===== config.mk =====
export PLATFORM = sky130hd
export DESIGN_NAME = fetch_unit
export DESIGN_NICKNAME = d
export VERILOG_FILES = /design/src/rtl/cpu_pkg.sv /design/src/rtl/fetch_unit.sv
export SDC_FILE = /design/constraint.sdc
export NUM_CORES = 1
export LEC_CHECK = 0
export BUFFER_PORTS_ARGS = -buffer_cell sky130_fd_sc_hd__buf_2
export CAP_MARGIN = 20
export CORE_MARGIN = 2
export CORE_UTILIZATION = 45
export CTS_CLUSTER_DIAMETER = 50
export DETAILED_ROUTE_END_ITERATION = 6
export PLACE_DENSITY_LB_ADDON = 0.1
export SLEW_MARGIN = 10
export SYNTH_ARGS = -nofsm -noshare
export SYNTH_HDL_FRONTEND = slang
export SYNTH_SLANG_ARGS = --single-unit

===== constraint.sdc =====
create_clock -name clk -period 6.5 [get_ports clk]
set_clock_uncertainty 0.1 [all_clocks]
set_input_delay 1.625 -clock clk [delete_from_list [all_inputs] [get_ports clk]]
set_output_delay 1.625 -clock clk [all_outputs]
set_load 0.01 [all_outputs]

===== src/rtl/cpu_pkg.sv =====
// Shared CPU definitions: widths, reset vector, fetch FSM states and the
// RV base opcodes consumed by decode.
package cpu_pkg;

   localparam int unsigned XLEN     = 64;
   localparam logic [63:0] RESET_PC = 64'h0000_0000_8000_0000;
   localparam logic [31:0] NOP_INSTR = 32'h0000_0013;

   typedef enum logic [1:0] {
      REQ     = 2'd0,
      VALID   = 2'd1,
      DISCARD = 2'd2
   } fetch_state_t;

   localparam logic [6:0] OPC_LOAD   = 7'b000_0011;
   localparam logic [6:0] OPC_OP_IMM = 7'b001_0011;
   localparam logic [6:0] OPC_AUIPC  = 7'b001_0111;
   localparam logic [6:0] OPC_STORE  = 7'b010_0011;
   localparam logic [6:0] OPC_OP     = 7'b011_0011;
   localparam logic [6:0] OPC_LUI    = 7'b011_0111;
   localparam logic [6:0] OPC_BRANCH = 7'b110_0011;
   localparam logic [6:0] OPC_JALR   = 7'b110_0111;
   localparam logic [6:0] OPC_JAL    = 7'b110_1111;
   localparam logic [6:0] OPC_SYSTEM = 7'b111_0011;

endpackage


===== src/rtl/fetch_unit.sv =====
// Instruction fetch stage: owns the PC, issues word fetches, buffers one
// response for decode and squashes wrong-path responses after a redirect.
module fetch_unit
   import cpu_pkg::*;
#(
   parameter int unsigned         XLEN     = cpu_pkg::XLEN,
   parameter logic [XLEN-1:0]     RESET_PC = XLEN'(cpu_pkg::RESET_PC)
) (
   input  logic            clk,
   input  logic            reset_n,
   output logic            ireq_valid,
   output logic [XLEN-1:0] ireq_addr,
   input  logic            iresp_data_ok,
   input  logic [31:0]     iresp_data,
   input  logic            redirect_valid,
   input  logic [XLEN-1:0] redirect_pc,
   output logic            out_valid,
   input  logic            out_ready,
   output logic [XLEN-1:0] out_pc,
   output logic [31:0]     out_instr,
   output logic            out_misalign
);

   fetch_state_t    state_q, state_d;
   logic [XLEN-1:0] pc_q, pc_d;
   logic [XLEN-1:0] req_addr_q, req_addr_d;
   logic [XLEN-1:0] out_pc_q, out_pc_d;
   logic [31:0]     out_instr_q, out_instr_d;
   logic            out_misalign_q, out_misalign_d;
   logic            parked_q, parked_d;
   logic            pc_aligned;

   assign pc_aligned = (pc_q[1:0] == 2'b00);

   // A misaligned PC in REQ never reaches the bus; it is reported once and
   // then parked until execute redirects.
   assign ireq_valid   = reset_n &&
                         (((state_q == REQ) && pc_aligned) || (state_q == DISCARD));
   assign ireq_addr    = req_addr_q;
   assign out_valid    = (state_q == VALID) && !redirect_valid;
   assign out_pc       = out_pc_q;
   assign out_instr    = out_instr_q;
   assign out_misalign = out_misalign_q;

   // Next-state logic: FSM transitions, PC update and output buffer capture.
   always_comb begin
      state_d        = state_q;
      pc_d           = pc_q;
      out_pc_d       = out_pc_q;
      out_instr_d    = out_instr_q;
      out_misalign_d = out_misalign_q;
      parked_d       = parked_q;

      unique case (state_q)
         REQ: begin
            if (redirect_valid) begin
               pc_d     = redirect_pc;
               parked_d = 1'b0;
               // Only an issued, still-unanswered request needs draining.
               if (pc_aligned && !iresp_data_ok) state_d = DISCARD;
               else                              state_d = REQ;
            end else if (!pc_aligned) begin
               if (!parked_q) begin
                  out_pc_d       = pc_q;
                  out_instr_d    = '0;
                  out_misalign_d = 1'b1;
                  state_d        = VALID;
               end
            end else if (iresp_data_ok) begin
               out_pc_d       = pc_q;
               out_instr_d    = iresp_data;
               out_misalign_d = 1'b0;
               pc_d           = pc_q + XLEN'(4);
               state_d        = VALID;
            end
         end
         VALID: begin
            if (redirect_valid) begin
               pc_d     = redirect_pc;
               parked_d = 1'b0;
               state_d  = REQ;
            end else if (out_ready) begin
               parked_d = out_misalign_q;
               state_d  = REQ;
            end
         end
         DISCARD: begin
            if (redirect_valid) begin
               pc_d     = redirect_pc;
               parked_d = 1'b0;
            end
            if (iresp_data_ok) state_d = REQ;
         end
         default: state_d = REQ;
      endcase

      // Bus address only follows pc when a fresh request phase begins, so it
      // stays on the in-flight address throughout DISCARD.
      req_addr_d = (state_d == REQ) ? pc_d : req_addr_q;
   end

   // State and datapath registers.
   always_ff @(posedge clk or negedge reset_n) begin
      if (!reset_n) begin
         state_q        <= REQ;
         pc_q           <= RESET_PC;
         req_addr_q     <= RESET_PC;
         out_pc_q       <= '0;
         out_instr_q    <= '0;
         out_misalign_q <= 1'b0;
         parked_q       <= 1'b0;
      end else begin
         state_q        <= state_d;
         pc_q           <= pc_d;
         req_addr_q     <= req_addr_d;
         out_pc_q       <= out_pc_d;
         out_instr_q    <= out_instr_d;
         out_misalign_q <= out_misalign_d;
         parked_q       <= parked_d;
      end
   end

endmodule


# After elaboration in Yosys (flattened, before gate mapping)
# Cells that the tools add are included.
[totals]
reg_bits = 228
inputBits = 101
wordCells = 57
output_inout_bits = 163
[classes]
reduce_logical = 15
n_eq_ne = 6
muxes = 27
addsub = 1
bitwise_logic = 1
[op_table]
columns = ["op", "n"]
rows = [
  ["64-bit two-way mux", 7],
  ["64-bit one-hot mux with 2 select lines", 1],
  ["32-bit two-way mux", 3],
  ["64-bit by 3-bit adder with 64-bit output, second input constant", 1],
  ["2-bit two-way mux", 8],
  ["2-bit zero test", 3],
  ["1-bit two-way mux", 6],
  ["2-bit one-hot mux with 3 select lines", 1],
  ["1-bit logical AND", 4],
  ["2-bit by 1-bit != test with 1-bit output, second input constant", 2],
  ["4-bit AND reduction", 1],
  ["2-bit OR reduction", 2],
  ["3-bit != test, second input constant", 1],
  ["3-bit AND reduction", 1],
  ["2-bit by 1-bit equality test with 1-bit output, second input constant", 1],
  ["2-bit equality test, second input constant", 1],
  ["1-bit zero test", 2],
  ["2-bit != test, second input constant", 1],
  ["1-bit one-hot mux with 2 select lines", 1],
  ["2-bit nonzero test", 1],
  ["1-bit logical OR", 1],
  ["1-bit NOT", 1],
]

# Longest topological paths before layout
[logic_depth]
ltp_word = 6
depth_mapped = 10
ltp_nobuf = 8

# Least setup slack after synthesis
# Ideal clock, no wire load.
[synth_timing]
kind = "input to output"
from = "in redirect_valid"
to = "out out_valid"
path_stages = 4
path_slack_ns = 2.188
path_buffers = 3
arrival_time_ns = 2.587
required_ns = 4.775
path_cell_list = "clkbuf_1 clkbuf_1 buf_1 nor2_1"
[synth_via]
elab_chain_cells = 2
[synth_rtl]
columns = ["element", "line_no", "text"]
rows = [
  ["from (decl)", "fetch_unit.sv:15", "input logic redirect_valid,"],
  ["1-bit zero test", "fetch_unit.sv:40", "assign out_valid = (state_q == VALID) && !redirect_valid;"],
  ["1-bit logical AND", "fetch_unit.sv:40", ""],
  ["to (decl)", "fetch_unit.sv:17", "output logic out_valid,"],
]
# Every way passes these cells.

# Worst setup path in the final report
# Ends and elaborated chain as after synthesis.

==> key figures <==
Die
  – Die area: 27,500 sq um
  – IO Pins: 264
  – Rows: 59
  – Core area: 25,910 sq um
  – Starting Density: 0.4548
  – Die Span X: 165.8 um
  – Die Span Y: 165.8 um

GRT
  – Total global routing overflow: 0
  – Largest net degree at the start of global routing: 108
  – Total GRT Usage: 0.2779
  – Initial antenna violation count: 1
  – Vias in the first global route: 10,430
  – First-pass GRT wire length: 61,400 um

Critical path
  – CP startpoint kind: input port
  – FF-to-FF End: ireq_addr[33]
  – CP required: 4780 ps
  – Critical Path AT: 2600 ps
  – R2r setup slk: 3150 ps
  – Critical path class: input port to output port
  – Worst Reg-to-Reg Cells: 9
  – Reg2reg start: state_q[0]
  – CP Capture Type: output port
  – Worst Setup EP: out_valid
  – Critical Path Source: redirect_valid
  – Critical-path maximum fanout: 46

Cells and area
  – Fraction of layout cells with a size suffix above 1: 0.2827
  – Area grow syn2layout: 22.64%
  – Nets: 1,617
  – Layout Cells excl Fill: 1,870
  – Diode count: 0

Logic synthesis
  – Mapped Nets: 1,398
  – Syn Inst Count: 1,292
  – Top_reg_cell synth: dfrtp_1
  – Post-synth top area cell: dfrtp_1
  – Yosys warning total: 0
  – Synth Register Bits: 228
  – Synth cell types: 74
  – Mean Syn Cell Area: 9.122 sq um
  – Top post-synthesis cells by area: dfrtp_1 (48%), nand2_1 (9.8%), mux2_2 (6.0%)
  – Async SR Flop Fraction: 1.000
  – Post-synth EDFFs: 0
  – Mapped Area: 11,790 sq um
  – Sequential area share after synthesis: 0.4843
  – Synth top area share: 0.4799

Min path
  – Hold Path Class: flop to flop

Drt
  – DR top layer: met5
  – DR WL met3: 3109 um
  – Met2 routed WL: 17,600 um
  – Drt total wl: 39,220 um
  – Via count of the routed design: 11,050
  – Vias/cell: 5.906
  – Detailed Route Iter0 Violations: 1,118
  – Wirelength per Cell: 20.97 um
  – Post-Route M1 WL: 17,490 um
  – DRC: 0
  – Drt first pass iters: 5
  – Post-route ant nets: 0

Timing
  – RSZ-0062 raised after global routing: false
  – Worst-Margin Slew: 1057 ps
  – Max-slew violations: 0
  – Setup-failing EPs final: 0
  – Final period util: 0.6657
  – Final Hold Viols: 0
  – Final min period: 4327 ps
  – TNS Setup: 0 ps
  – Max-slew headroom: 0.2926
  – Peak Freq: 231.1 MHz

CTS
  – Setup bufs post-CTS: 0
  – Root Driver: clkbuf_16
  – CTS clk-pin slew, worst paths: 60 ps
  – Cts hold-fix bufs: 0
  – CTS Sinks: 228
  – CTS Buf Count: 31
  – Clock latency on the worst-skew pair: 550 ps
  – Clock tree buffer depth: 3
  – CTS tree: yes
  – Resize count post-CTS: 0
  – H-tree Lvls: 1

Place
  – HPWL Detailed: 26,380 um
  – Placed cell count: 1,811
  – GPL Wtd Cong: 0.8746
  – PortBufs: 263

Power and ir drop
  – PwrDens: 543.3 nW/um^2
  – Leak: 7.036 nW
  – Total power: 7.853 mW
  – Peak supply drop: 0.2710 mV

Run status
  – Status: finished clean

Run
  – Max Cap Viol: 0
-- kinds of logic after synthesis --
kind of cell,after synthesis,synth area share
buf+inv,122,0.04140
mux,89,0.08270
compound gates,265,0.1562
flops,228,0.4843
simple gates,582,0.2293
fa+ha+maj,5,0.005308
xor+xnor,1,0.0007433
-- worst min path at each step --
| stage | startpoint | end | slack (ps) | cells after the start |
|---|---|---|---|---|
| final | out_instr[18] | out_instr[18] | 360 | 2 |
| after global routing | out_instr[12] | out_instr[12] | 380 | 2 |
| after CTS | out_instr[18] | out_instr[18] | 360 | 2 |
| after detailed placement | out_instr[7] | out_instr[7] | 350 | 2 |
| after global placement | out_instr[19] | out_instr[19] | 340 | 2 |
| after floorplan | pc_q[31] | out_pc[31] | 400 | 2 |
-- registers in the layout (all words and copies together), names as in the netlist --
signal        flops
state_q           2
out_misalign      1
ireq_addr        64
out_instr        32
pc_q             64
parked_q          1
out_pc           64
-- Yosys cell counts, types with 18 or more instances --
cell	count
nand4_1	28
o21ai_0	64
mux2i_1	25
nor3_1	20
nand3_1	61
a21oi_1	43
mux2_2	63
dfrtp_1	226
a22o_1	18
nand2_1	307
inv_1	18
clkbuf_1	79
nor2_1	65
-- power by group --
part           total [mW]  internal, mW  switching (mW)
Sequential           2.69          2.06           0.624
Combinational        3.43          1.38            2.05
Clock                1.73          1.04           0.692
-- worst max-delay path: stages --
cell and delay [ps]:
buf_2 670, nor2_1 100, buf_2 180
-- cell type report --
class | instances | area [sq um]
well taps | 335 | 419.2
repair buffers | 288 | 1559
inverters | 20 | 75.07
flip-flops and latches | 228 | 5708
fillers | 2417 | 11460
clock inverters | 17 | 187.7
multi-input cells | 942 | 5634
clock buffers | 40 | 869.6
-- routing by layer --
| layer | vias to the layer above | GRT usage |
|---|---|---|
| met2 | 513 | 0.4247 |
| met4 | 2 | 0.08242 |
| li1 | 5105 | - |
| met3 | 69 | 0.04647 |
| met1 | 5356 | 0.4080 |
| met5 | - | 0 |
-- per-stage QoR --
step / utilization / instance area (sq um) / hold slack, ps / setup WS (ps)
2_1_floorplan: - / 11790 / 397.2 / 2188
3_3_place_gp: 0.5151 / 13350 / 343.8 / 1792
3_5_place_dp: 0.5151 / 13350 / 351.3 / 1702
4_1_cts: 0.5559 / 14410 / 363.6 / 2179
5_1_grt: 0.5578 / 14450 / 377.6 / 1970
6_report: 0.5578 / 14450 / 359.6 / 2173
-- cell usage in the layout, fill, tap and decap left out, types with 5 or more instances in the layout --
cell type	instances
buf_4	22
and3_1	13
or4_1	10
a21oi_1	43
nor2b_1	16
a22oi_1	17
nand2_1	307
or2_2	6
a221oi_1	13
nand4_1	28
inv_1	18
o311ai_0	5
nand3_1	61
a32oi_1	8
a221o_1	11
dfrtp_1	226
o21ai_0	64
inv_6	5
and4_1	5
o22ai_1	7
a41oi_1	5
mux2_2	63
clkbuf_16	31
o31ai_1	6
nor4_1	16
mux2i_1	25
and2_1	7
nor2_1	64
o211ai_1	7
clkbuf_8	6
buf_2	262
a31oi_1	12
a22o_1	18
nor3_1	20
or3_1	10
Note: power is estimated with default switching activity, not from simulation.
